## src/rtl/score_disp_pkg.sv

```systemverilog
// Shared definitions for the score display driver.
//   - Converter FSM state type
//   - Display geometry (NUM_DIGITS, SCORE_W, BCD_W)
//   - Active-high 7-segment glyphs, bit order {g,f,e,d,c,b,a}
//   - dd_adjust: the double-dabble "add 3 to every nibble >= 5" step
package score_disp_pkg;

  localparam int unsigned NUM_DIGITS = 5;
  localparam int unsigned SCORE_W    = 16;
  localparam int unsigned BCD_W      = 4 * NUM_DIGITS;

  typedef enum logic [1:0] {
    IDLE,
    SHIFT,
    COMMIT
  } conv_state_t;

  localparam logic [6:0] GLYPH_0     = 7'h3F;
  localparam logic [6:0] GLYPH_1     = 7'h06;
  localparam logic [6:0] GLYPH_2     = 7'h5B;
  localparam logic [6:0] GLYPH_3     = 7'h4F;
  localparam logic [6:0] GLYPH_4     = 7'h66;
  localparam logic [6:0] GLYPH_5     = 7'h6D;
  localparam logic [6:0] GLYPH_6     = 7'h7D;
  localparam logic [6:0] GLYPH_7     = 7'h07;
  localparam logic [6:0] GLYPH_8     = 7'h7F;
  localparam logic [6:0] GLYPH_9     = 7'h6F;
  localparam logic [6:0] GLYPH_BLANK = 7'h00;

  // Adds 3 to each BCD nibble that is 5 or more, so the following left
  // shift carries correctly into the next decimal digit.
  function automatic logic [BCD_W-1:0] dd_adjust(input logic [BCD_W-1:0] acc);
    logic [BCD_W-1:0] res;
    res = acc;
    for (int unsigned i = 0; i < NUM_DIGITS; i++) begin
      if (acc[4*i +: 4] >= 4'd5) begin
        res[4*i +: 4] = acc[4*i +: 4] + 4'd3;
      end
    end
    return res;
  endfunction

endpackage

```

## src/rtl/seven_seg_decoder.sv

```systemverilog
// Combinational BCD nibble to 7-segment glyph decoder.
//   nibble  in   4  BCD digit (0..9); any other value decodes to blank
//   glyph   out  7  active-high segments {g,f,e,d,c,b,a}
// Output polarity for the board is applied by the instantiating module.
module seven_seg_decoder
  import score_disp_pkg::*;
(
  input  logic [3:0] nibble,
  output logic [6:0] glyph
);

  always_comb begin
    glyph = GLYPH_BLANK;
    unique case (nibble)
      4'd0:    glyph = GLYPH_0;
      4'd1:    glyph = GLYPH_1;
      4'd2:    glyph = GLYPH_2;
      4'd3:    glyph = GLYPH_3;
      4'd4:    glyph = GLYPH_4;
      4'd5:    glyph = GLYPH_5;
      4'd6:    glyph = GLYPH_6;
      4'd7:    glyph = GLYPH_7;
      4'd8:    glyph = GLYPH_8;
      4'd9:    glyph = GLYPH_9;
      default: glyph = GLYPH_BLANK;
    endcase
  end

endmodule

```

## src/rtl/score_display_driver.sv

```systemverilog
// Score display driver: converts the 16-bit binary score to 5-digit BCD with
// a sequential double-dabble converter (one bit per clock) and scans the
// committed BCD value onto a multiplexed 7-segment display.
//   clk        in   1   system clock
//   reset      in   1   asynchronous, active-high reset
//   score      in   16  binary score, may change on any cycle
//   bcd        out  20  committed BCD value, [3:0] = units
//   bcd_valid  out  1   one-cycle pulse when bcd updates
//   busy       out  1   high while a conversion is in flight
//   an         out  5   digit enables, an[0] = units
//   seg        out  7   segments {g,f,e,d,c,b,a}
// Parameters:
//   SCAN_DIV    clk cycles each digit stays lit (>= 2)
//   BLANK_LZ    1 = blank leading zeros (units digit never blanked)
//   ACTIVE_LOW  1 = an/seg driven active-low (common anode)
module score_display_driver
  import score_disp_pkg::*;
#(
  parameter int unsigned SCAN_DIV   = 50000,
  parameter bit          BLANK_LZ   = 1'b1,
  parameter bit          ACTIVE_LOW = 1'b1
) (
  input  logic                 clk,
  input  logic                 reset,
  input  logic [SCORE_W-1:0]   score,
  output logic [BCD_W-1:0]     bcd,
  output logic                 bcd_valid,
  output logic                 busy,
  output logic [NUM_DIGITS-1:0] an,
  output logic [6:0]           seg
);

  localparam int unsigned PS_W = (SCAN_DIV > 1) ? $clog2(SCAN_DIV) : 1;

  conv_state_t        state;
  logic [SCORE_W-1:0] sh;
  logic [SCORE_W-1:0] captured;
  logic [SCORE_W-1:0] last_score;
  logic [BCD_W-1:0]   acc;
  logic [3:0]         cnt;

  logic [PS_W-1:0]    presc;
  logic [2:0]         digit;

  logic [3:0]              cur_nib;
  logic                    blank;
  logic [6:0]              glyph;
  logic [NUM_DIGITS-1:0]   an_act;
  logic [6:0]              seg_act;

  // Converter FSM. sh is consumed by the shift, so the captured score is held
  // separately to become last_score at commit.
  always_ff @(posedge clk or posedge reset) begin
    if (reset) begin
      state      <= IDLE;
      sh         <= '0;
      captured   <= '0;
      last_score <= '0;
      acc        <= '0;
      cnt        <= '0;
      bcd        <= '0;
      bcd_valid  <= 1'b0;
      busy       <= 1'b0;
    end else begin
      bcd_valid <= 1'b0;
      unique case (state)
        IDLE: begin
          if (score != last_score) begin
            sh       <= score;
            captured <= score;
            acc      <= '0;
            cnt      <= '0;
            busy     <= 1'b1;
            state    <= SHIFT;
          end
        end
        SHIFT: begin
          {acc, sh} <= {dd_adjust(acc), sh} << 1;
          cnt       <= cnt + 4'd1;
          if (cnt == 4'd15) begin
            state <= COMMIT;
          end
        end
        COMMIT: begin
          bcd        <= acc;
          last_score <= captured;
          bcd_valid  <= 1'b1;
          busy       <= 1'b0;
          state      <= IDLE;
        end
        default: state <= IDLE;
      endcase
    end
  end

  // Digit scanner: prescaler wrap advances the digit index 0..NUM_DIGITS-1.
  always_ff @(posedge clk or posedge reset) begin
    if (reset) begin
      presc <= '0;
      digit <= '0;
    end else begin
      if (presc == PS_W'(SCAN_DIV - 1)) begin
        presc <= '0;
        if (digit == 3'(NUM_DIGITS - 1)) begin
          digit <= '0;
        end else begin
          digit <= digit + 3'd1;
        end
      end else begin
        presc <= presc + PS_W'(1);
      end
    end
  end

  // Digit select, one-hot enable and leading-zero blanking from committed bcd.
  always_comb begin
    cur_nib = '0;
    an_act  = '0;
    for (int unsigned i = 0; i < NUM_DIGITS; i++) begin
      if (digit == 3'(i)) begin
        cur_nib   = bcd[4*i +: 4];
        an_act[i] = 1'b1;
      end
    end
    // Digit i is a leading zero when it and every digit above it are zero.
    blank = BLANK_LZ && (digit != 3'd0) && ((bcd >> {digit, 2'b00}) == '0);
  end

  seven_seg_decoder u_dec (
    .nibble (cur_nib),
    .glyph  (glyph)
  );

  assign seg_act = blank ? GLYPH_BLANK : glyph;
  assign an      = ACTIVE_LOW ? ~an_act  : an_act;
  assign seg     = ACTIVE_LOW ? ~seg_act : seg_act;

endmodule

```

## config.mk

```make
export PLATFORM = sky130hd
export DESIGN_NAME = score_display_driver
export DESIGN_NICKNAME = d
export VERILOG_FILES = /design/src/rtl/score_disp_pkg.sv /design/src/rtl/seven_seg_decoder.sv /design/src/rtl/score_display_driver.sv
export SDC_FILE = /design/constraint.sdc
export NUM_CORES = 1
export LEC_CHECK = 0
export CORE_MARGIN = 1
export CORE_UTILIZATION = 30
export CTS_CLUSTER_DIAMETER = 40
export CTS_CLUSTER_SIZE = 30
export DETAILED_ROUTE_END_ITERATION = 8
export GPL_ROUTABILITY_DRIVEN = 0
export PLACE_DENSITY = 0.56
export SYNTH_ARGS = -nofsm -noshare
export SYNTH_HDL_FRONTEND = slang
export SYNTH_SLANG_ARGS = --single-unit
```

## constraint.sdc

```tcl
create_clock -name clk -period 6.9 [get_ports clk]
set_input_delay 1.725 -clock clk [delete_from_list [all_inputs] [get_ports clk]]
set_output_delay 1.725 -clock clk [all_outputs]
set_load 0.05 [all_outputs]
```

==> results of run 1 <==
[per-stage QoR]
| stage | hold slack, ps | area (sq um) | utilization (%) |
|---|---|---|---|
| global placement | 438 | 6480 | 34.5 |
| detailed placement | 449 | 6480 | 34.5 |
| CTS | 456 | 7040 | 37.5 |
| global route | 479 | 7040 | 37.5 |
| floorplan | 425 | 5760 | - |
| finish | 453 | 7040 | 37.5 |
[registers in the layout, indices dropped and copies added, names as in the netlist]
register    cells
captured       16
bcd            20
presc          16
bcd_valid       1
acc            20
sh             16
digit           3
state           2
last_score     16
cnt             4
busy            1
[final cells by class]
type / instances / area, sq um
fill: 1869 / 11700
sequential: 115 / 2880
multi-input combinational: 351 / 2660
timing repair buffer: 56 / 548
clock buffer: 25 / 505
tap: 234 / 293
inverter: 27 / 104
clock inverter: 5 / 50.0
[per-layer routing]
metal / up-vias / global-route usage [%] / part of all wire, %
met5: - / 0 / 0
met4: 0 / 5.84 / 1.3
met3: 16 / 4.08 / 5.3
met2: 116 / 21.8 / 46
met1: 2113 / 17.5 / 47
li1: 1955 / - / -
[logic make-up (layout without fill, tap and decap cells)]
kind of cell             after synthesis  after routing  synth area share, %
AO/OA/AOI/OAI                        106            106                 12.5
XOR/XNOR                              37             37                 5.62
adder cells (fa/ha/maj)               22             22                 4.78
buffers and inverters                 52            113                 4.00
flip-flops                           115            115                 49.9
multiplexers                          56             56                 10.9
AND/OR/NAND/NOR                      130            130                 12.2
[cells in the mapped netlist (all sizes together) (3+ instances only)]
| master | n | area [sq um] |
|---|---|---|
| nand3b | 3 | 22.5 |
| and3 | 8 | 50.1 |
| o22ai | 14 | 87.6 |
| buf | 9 | 68.8 |
| and2 | 15 | 93.8 |
| a21oi | 24 | 120 |
| nor2b | 4 | 25.0 |
| clkbuf | 16 | 60.1 |
| mux2 | 55 | 619 |
| nand4 | 5 | 31.3 |
| a221oi | 3 | 26.3 |
| nand2b | 8 | 50.1 |
| o21ai | 21 | 105 |
| nor4 | 11 | 75.1 |
| xor2 | 10 | 87.6 |
| dfrtp | 115 | 2880 |
| and4 | 3 | 26.3 |
| xnor2 | 27 | 236 |
| a21o | 5 | 37.5 |
| a31oi | 5 | 31.3 |
| nor2 | 20 | 75.1 |
| nand3 | 9 | 45.0 |
| inv | 27 | 101 |
| a221o | 17 | 170 |
| ha | 22 | 275 |
| o31ai | 5 | 37.5 |
| nand2 | 36 | 138 |
[how the worst max path moves through the flow]
stage	from	to
after floorplan	digit[0]	seg[3]
after global placement	digit[0]	seg[3]
after detailed placement	digit[0]	seg[3]
after CTS	digit[0]	seg[3]
after global routing	digit[0]	seg[3]
final	digit[0]	seg[3]
[worst max-delay path, cell delays in order, from the launching register on]
cell	delay [ps]
dfrtp_1	430
inv_1	110
ha_1	350
nor2b_1	200
a221oi_1	290
o311ai_0	240
o21ai_0	250
inv_1	140
ha_1	210
or3_1	390
a21oi_1	150
o21ai_0	80
clkdlybuf4s50_1	740
[cells in the final DEF (no fill, tap or decap), types with 15 or more instances in the layout]
cell type and count:
o21ai_0 21, and2_1 15, clkbuf_16 17, mux2_2 54, clkdlybuf4s50_1 51, nor2_1 20, ha_1 22, dfrtp_1 115
xnor2_1 27, a21oi_1 24, nand2_1 35, a221o_1 17, inv_1 26
[power by group]
| part | internal (mW) | leakage [nW] | switching, mW | total (mW) |
|---|---|---|---|---|
| registers | 0.941 | 1.43 | 0.229 | 1.17 |
| logic | 0.635 | 1.29 | 0.834 | 1.47 |
| clock network | 0.535 | 0.279 | 0.289 | 0.824 |
==> summary.txt, run 1 <==
Clock network
  – CTS root buf: clkbuf_16
  – Post-CTS Setup Bufs: 0
  – CTS sink cnt: 115
  – Post_cts resized: 0
  – CTS clock-pin slew for the worst setup and hold paths: 50 ps
  – Clk_lat worst skew: 410 ps
  – CTS tree: done
  – CTS Buf Count: 17
  – # H-tree levels: 4
  – Hold buffer count at CTS: 0
  – CTS Buffer Depth: 2

Global routing
  – First-pass GRT wire length: 21.3 mm
  – Vias in the first global route: 4276
  – Antenna violations before repair: 0
  – Largest net degree at the start of global routing: 72
  – Overflow after GRT: 0
  – All-Layer GR Usage: 13.8%

Synth
  – Syn avg cell area: 11.1 sq um
  – Yosys cell types: 49
  – Mapped Cells: 518
  – Mapped cell area: 5760 sq um
  – Async SR Flop Fraction: 100%
  – Syn Nets: 558
  – Most common flop cell mapped by yosys: dfrtp_1
  – Number of synthesized flops with an enable pin: 0
  – Post-synthesis register bit count: 115
  – Sequential area share after synthesis: 49.9%
  – Yosys warnings: 0

Timing
  – Max-slew violation count: 0
  – Fin Clk Skew: 10.6 ps
  – RSZ-0062 raised after global routing: false
  – Final TNS setup: 0 ps
  – Worst slew pin tran: 1150 ps
  – Setup ws final: 1170 ps
  – Final worst path period share: 83.1%
  – Fin crit period: 5730 ps
  – Hold Fails Final Rpt: 0
  – Max Fclk: 174 MHz
  – Max-slew headroom at the worst pin: 22.9%
  – Setup violations, final: 0

Drt
  – DRC: 0
  – Routed Wire Length: 12.6 mm
  – Vias/cell: 5.17
  – TritonRoute pass-1 iters: 4
  – DR iter-0 viols: 156
  – Drt wl/cell: 15.5 microns
  – Remaining antenna violation count after routing: 0
  – Vias: 4200

Min path
  – Worst hold stages: 1
  – Class of the worst hold path: reg -> reg
  – Hold wc startpoint: presc[0]
  – Hold-critical path endpoint: presc[0]

Die
  – Die W: 141 microns
  – Die ar.: 19800 sq um
  – Row count: 50
  – Initial core utilization: 30.7%
  – Die height: 141 microns
  – IO Count: 52
  – CORE AREA: 18800 sq um

Final layout
  – Layout cells sized above 1: 16.6%
  – Layout Nets: 608
  – Diode count: 0
  – Final std cells w/o fill: 813
  – Area delta synth->final: 22.2%

Power and ir drop
  – Max VDD drop: 224 uV
  – Leak: 2.99 nW
  – Total power: 3.46 mW
  – Pwr/cell area: 492 nW/um^2

Placed design
  – Cell Count Post-Placement: 783
  – Pre-CTS setup slack: 1640 ps
  – DP Wirelength: 8.75 mm
  – IO buf count: 51

Setup path
  – Worst reg2reg setup slack: 4690 ps
  – Critical path startpoint category: register
  – Critical R2R Capture: cnt[0]
  – Worst EP required: 5180 ps
  – Worst R2R Start: last_score[4]
  – Arr. time, crit path: 4010 ps
  – CP endpoint kind: primary output
  – Worst R2R Path Depth: 5
  – Critical path class: reg -> out
  – Max Fanout on Critical Path: 12

Flow run
  – Max_cap viols: 0

Run status
  – Run status: finished clean
No activity file was read; power rests on OpenSTA's default activity.
==> run 2: changes to the inputs <==
==> constraint.sdc (replaced) <==
create_clock -name clk -period 5.66 [get_ports clk]
set_input_delay 1.415 -clock clk [delete_from_list [all_inputs] [get_ports clk]]
set_output_delay 1.415 -clock clk [all_outputs]
set_load 0.05 [all_outputs]
==> run 2 against run 1 <==
- wire length grew 2.4%
- utilization increased by 0.85 points
- flip-flop and latch count unchanged
- hold slack better by 7.6 ps
- first-iteration DRC count is 58% higher
- sequential share of layout area down 0.90 points
- via count shrank 2.4%
- critical path type unchanged
- critical endpoint is now seg[2]
- largest power group unchanged
==> summary.txt, run 2 (synthesized netlist as in run 1, its figures left out) <==
Timing
  – Max Fclk: 194 MHz
  – Final worst path period share: 91.2%
  – Max-slew violation count: 0
  – Fin Clk Skew: 7.63 ps
  – Worst slew pin tran: 1170 ps
  – Final TNS setup: 0 ps
  – Fin crit period: 5160 ps
  – Setup violations, final: 0
  – Max-slew headroom at the worst pin: 21.9%
  – Hold Fails Final Rpt: 0
  – RSZ-0062 raised after global routing: false

Clock network
  – CTS clock-pin slew for the worst setup and hold paths: 50 ps
  – # H-tree levels: 4
  – CTS Buffer Depth: 2
  – CTS root buf: clkbuf_16
  – CTS sink cnt: 115
  – CTS Buf Count: 17
  – CTS tree: done
  – Clk_lat worst skew: 420 ps

Final layout
  – Area occupied by registers: 2880 sq um
  – Most common cell after layout, fill and taps aside: dfrtp_1
  – Regs by FF count: acc (20), bcd (20)
  – Fillcell total: 1812
  – Most frequent cells in the layout: dfrtp_1 (115), mux2_2 (54), clkdlybuf4s50_1 (45)
  – Area delta synth->final: 24.9%
  – Final std cells w/o fill: 815
  – Diode count: 0
  – Area of the multi-input gates: 2660 sq um
  – Layout Nets: 608
  – Layout cells sized above 1: 17.0%

Power and ir drop
  – Net Sw Power: 1.67 mW
  – Comb pwr share: 39.9%
  – Sw Ratio: 37.2%
  – Internal: 2.82 mW
  – Leak: 3.11 nW
  – Pwr/cell area: 624 nW/um^2
  – Clk pwr share: 28.3%
  – Sequential share of power: 31.9%
  – Max VDD drop: 307 uV

Setup path
  – Critical path startpoint category: register
  – CP endpoint kind: primary output
  – Critical path class: reg -> out
  – Worst R2R Path Depth: 6
  – Worst EP required: 4240 ps
  – Worst R2R Start: last_score[5]
  – Critical R2R Capture: captured[11]
  – Worst reg2reg setup slack: 3380 ps
  – Max Fanout on Critical Path: 12
  – Arr. time, crit path: 3740 ps

Die
  – CORE AREA: 18800 sq um
  – Die height: 141 microns
  – Row count: 50
  – Die ar.: 19800 sq um
  – Initial core utilization: 30.7%
  – IO Count: 52
  – Die W: 141 microns

Drt
  – Routed metal-1 wire length: 6.00 mm
  – WL met2: 5.95 mm
  – DR iter-0 viols: 247
  – Drt wl/cell: 15.8 microns
  – Met3 WL: 759 microns
  – TritonRoute pass-1 iters: 5
  – Top sig layer: met4
  – Routed Wire Length: 12.9 mm
  – Vias/cell: 5.03
  – DRC: 0
  – Remaining antenna violation count after routing: 0
  – Vias: 4098

Flow run
  – Max_cap viols: 0

Global routing
  – Vias in the first global route: 4310
  – Antenna violations before repair: 0
  – First-pass GRT wire length: 22.1 mm
  – Largest net degree at the start of global routing: 80
  – Overflow after GRT: 0
  – All-Layer GR Usage: 14.3%

Min path
  – Class of the worst hold path: reg -> reg
  – Worst hold stages: 1
  – Hold-critical path endpoint: presc[0]
  – Hold wc startpoint: presc[0]

Placed design
  – IO buf count: 51
  – Cell Count Post-Placement: 783
  – DP Wirelength: 8.62 mm

Run status
  – Run status: finished clean
-- run 2: cell types whose count changed in the layout (fill, tap and decap cells not counted), sizes merged --
cell,before,now
clkbuf,25,22
bufinv,1,7
dlymetal6s2s,0,6
clkinv,4,3
clkdlybuf4s50,51,45
-- run 2: cell type report --
class,count,share of cell area [%]
clock buffer,22,6.59
clock inverter,10,3.13
inverter,27,1.44
multi-input combinational,351,37.0
sequential,115,40.0
tap,234,4.07
timing repair buffer,56,7.82
-- run 2: timing repair --
action	CTS	global route
resized for setup	0	6
hold buffers	0	0
buffers inserted	0	0
setup endpoints to repair	0	6
-- run 2: critical path, cell delays in order, from the launching register on --
cell             delay [ps]
dfrtp_1                 430
inv_1                   130
ha_1                    420
nor2b_1                 180
a221oi_1                 70
o311ai_0                480
o21ai_0                 340
ha_1                    300
a21oi_1                 140
o21ai_0                  90
clkdlybuf4s50_1         750
-- run 2: how the worst max path moves through the flow --
| stage | slack, ps | endpoint | startpoint |
|---|---|---|---|
| 6_report | 500 | seg[2] | digit[1] |
| 5_1_grt | 150 | seg[2] | digit[0] |
| 4_1_cts | 300 | seg[4] | digit[0] |
| 3_5_place_dp | 760 | seg[4] | digit[0] |
| 3_3_place_gp | 890 | seg[3] | digit[0] |
| 2_1_floorplan | 950 | seg[3] | digit[0] |
-- run 2: routing by layer --
layer,track usage [%],vias up
li1,-,1960
met1,18.9,2013
met2,22.2,111
met3,4.18,14
met4,5.49,0
met5,0,-
-- run 2: per-stage QoR --
stage	total power, mW	cell area (sq um)	util (%)	hold slack, ps	setup slack [ps]
global placement	3.17	6480	34.5	443	891
detailed placement	3.24	6480	34.5	460	758
floorplan	2.73	5760	-	425	948
global route	4.78	7200	38.4	475	155
CTS	4.53	7180	38.3	467	296
finish	4.49	7200	38.4	461	500
-- run 2: power groups by stage --
stage | Combinational [mW] | Clock [mW] | Sequential (mW)
after floorplan | 1.17 | 0 | 1.56
after global placement | 1.74 | 0 | 1.43
after detailed placement | 1.80 | 0 | 1.44
after CTS | 1.81 | 1.29 | 1.43
after global routing | 1.96 | 1.34 | 1.48
final | 1.79 | 1.27 | 1.43
==> run 3: changes to the inputs <==
--- a/config.mk
+++ b/config.mk
@@ -10,8 +10,9 @@
 export CTS_CLUSTER_DIAMETER = 40
 export CTS_CLUSTER_SIZE = 30
 export DETAILED_ROUTE_END_ITERATION = 8
+export DONT_BUFFER_PORTS = 1
 export GPL_ROUTABILITY_DRIVEN = 0
-export PLACE_DENSITY = 0.56
+export PLACE_DENSITY = 0.53
 export SYNTH_ARGS = -nofsm -noshare
 export SYNTH_HDL_FRONTEND = slang
 export SYNTH_SLANG_ARGS = --single-unit
==> constraint.sdc (replaced) <==
create_clock -name clk -period 6.4 [get_ports clk]
set_input_delay 1.6 -clock clk [delete_from_list [all_inputs] [get_ports clk]]
set_output_delay 1.6 -clock clk [all_outputs]
set_load 0.05 [all_outputs]
==> run 3 against run 2 <==
- die area did not move
- first-iteration DRC count is 34% lower
- clock-buffer cell count down 3
- critical path depth up 1
==> summary.txt, run 3 (synthesized netlist as in run 1, its figures left out) <==
Setup path
  – CP endpoint kind: primary output
  – Max incr delay on CP: 750 ps
  – Worst EP required: 4800 ps
  – Arr. time, crit path: 3880 ps
  – Max Fanout on Critical Path: 12
  – Critical path startpoint category: register
  – Critical path class: reg -> out
  – Slowest-stage cell, CP: o21ai_1
  – Critical path cell sequence: inv_1 > ha_1 > nor2b_1 > a221oi_1 > o311ai_0 > o21ai_0 > ha_1 > inv_1 > o21ai_0 > a21oi_1 > o21ai_1

Placed design
  – Cell Count Post-Placement: 733
  – DP Wirelength: 8.38 mm
  – Pre-CTS setup slack: 1380 ps
  – IO buf count: 0

Drt
  – Vias: 3941
  – TritonRoute pass-1 iters: 5
  – DR iter-0 viols: 162
  – Routed Wire Length: 12.4 mm
  – Remaining antenna violation count after routing: 0
  – Vias/cell: 5.15
  – Drt wl/cell: 16.2 microns
  – DRC: 0

Timing
  – Fin Clk Skew: 6.12 ps
  – Max Fclk: 183 MHz
  – Setup ws final: 924 ps
  – Max-slew violation count: 0
  – Final TNS setup: 0 ps
  – Max-slew headroom at the worst pin: 35.3%
  – RSZ-0062 raised after global routing: false
  – Setup violations, final: 0
  – Hold Fails Final Rpt: 0
  – Final worst path period share: 85.6%
  – Fin crit period: 5480 ps
  – Worst slew pin tran: 964 ps

Global routing
  – Overflow after GRT: 0
  – Largest net degree at the start of global routing: 70
  – All-Layer GR Usage: 13.5%
  – Antenna violations before repair: 0
  – First-pass GRT wire length: 20.9 mm
  – Vias in the first global route: 4076

Die
  – IO Count: 52
  – Row count: 50
  – CORE AREA: 18800 sq um
  – Die height: 141 microns
  – Die ar.: 19800 sq um
  – Die W: 141 microns
  – Initial core utilization: 30.7%

Final layout
  – Diode count: 0
  – Regs by FF count: acc (20), bcd (20)
  – Most frequent cells in the layout: dfrtp_1 (115), mux2_2 (54), nand2_1 (35)
  – Final std cells w/o fill: 765
  – Layout Nets: 558
  – Most common cell after layout, fill and taps aside: dfrtp_1
  – Area delta synth->final: 15.3%
  – Layout cells sized above 1: 19.4%

Clock network
  – Post-CTS Setup Bufs: 0
  – CTS clock-pin slew for the worst setup and hold paths: 50 ps
  – CTS root buf: clkbuf_16
  – CTS Buf Count: 17
  – CTS sink cnt: 115
  – Hold buffer count at CTS: 0
  – CTS Buffer Depth: 2
  – CTS tree: done
  – Clk_lat worst skew: 410 ps
  – Post_cts resized: 0
  – # H-tree levels: 4

Power and ir drop
  – Max VDD drop: 264 uV
  – Leak: 2.83 nW
  – Total power: 3.71 mW
  – Pwr/cell area: 559 nW/um^2

Min path
  – Class of the worst hold path: reg -> reg

Run status
  – Run status: finished clean

Flow run
  – Max_cap viols: 0
run 3: cell types whose count changed in the layout (fill, tap and decap cells not counted), sizes merged:
cell and delta:
clkinvlp +5, clkdlybuf4s50 -45, dlymetal6s2s -6, clkbuf -3
buf +1, bufinv -2
run 3: path summary, 6_finish.rpt:
kind / startpoint / end / slack, ps / cells after the start
hold / removal: presc[0] / presc[0] / 480 / 1
setup / recovery: digit[1] / seg[3] / 920 / 11
hold reg to reg: presc[0] / presc[0] / 480 / 1
max in group asynchronous: reset / last_score[2] / 4050 / 2
min in group asynchronous: reset / presc[10] / 1230 / 1
setup reg to reg: last_score[3] / captured[11] / 3900 / 6
run 3: layout make-up:
class / count / area (sq um)
fill: 1826 / 12100
sequential: 115 / 2880
multi-input combinational: 351 / 2660
clock buffer: 19 / 453
tap: 234 / 293
clock inverter: 13 / 206
inverter: 27 / 104
timing repair buffer: 6 / 45.0
run 3: stage by stage:
stage / utilization, % / area (sq um) / hold slack (ps)
after CTS: 35.4 / 6640 / 489
after detailed placement: 31.9 / 5980 / 481
after floorplan: - / 5760 / 425
after global placement: 31.9 / 5980 / 442
final: 35.4 / 6640 / 476
after global routing: 35.4 / 6640 / 496
run 3: metal layers:
| layer | up-vias | global-route usage (%) | routed length [microns] |
|---|---|---|---|
| met2 | 95 | 20.8 | 5670 |
| met5 | - | 0 | 0 |
| met4 | 0 | 4.86 | 152 |
| li1 | 1865 | - | - |
| met3 | 12 | 4.45 | 807 |
| met1 | 1969 | 17.5 | 5730 |
run 3: power by group:
group	internal, mW	leakage (nW)	switching [mW]
registers	1.01	1.43	0.445
clock network	0.710	0.307	0.338
logic	0.536	1.10	0.677
run 3: critical path: cells and delay by family, from the launching register on:
kind / cells / cell delay (ps)
simple gates: 1 / 200
flops: 1 / 430
fa+ha+maj: 2 / 770
compound gates: 6 / 1870
buf+inv: 2 / 180
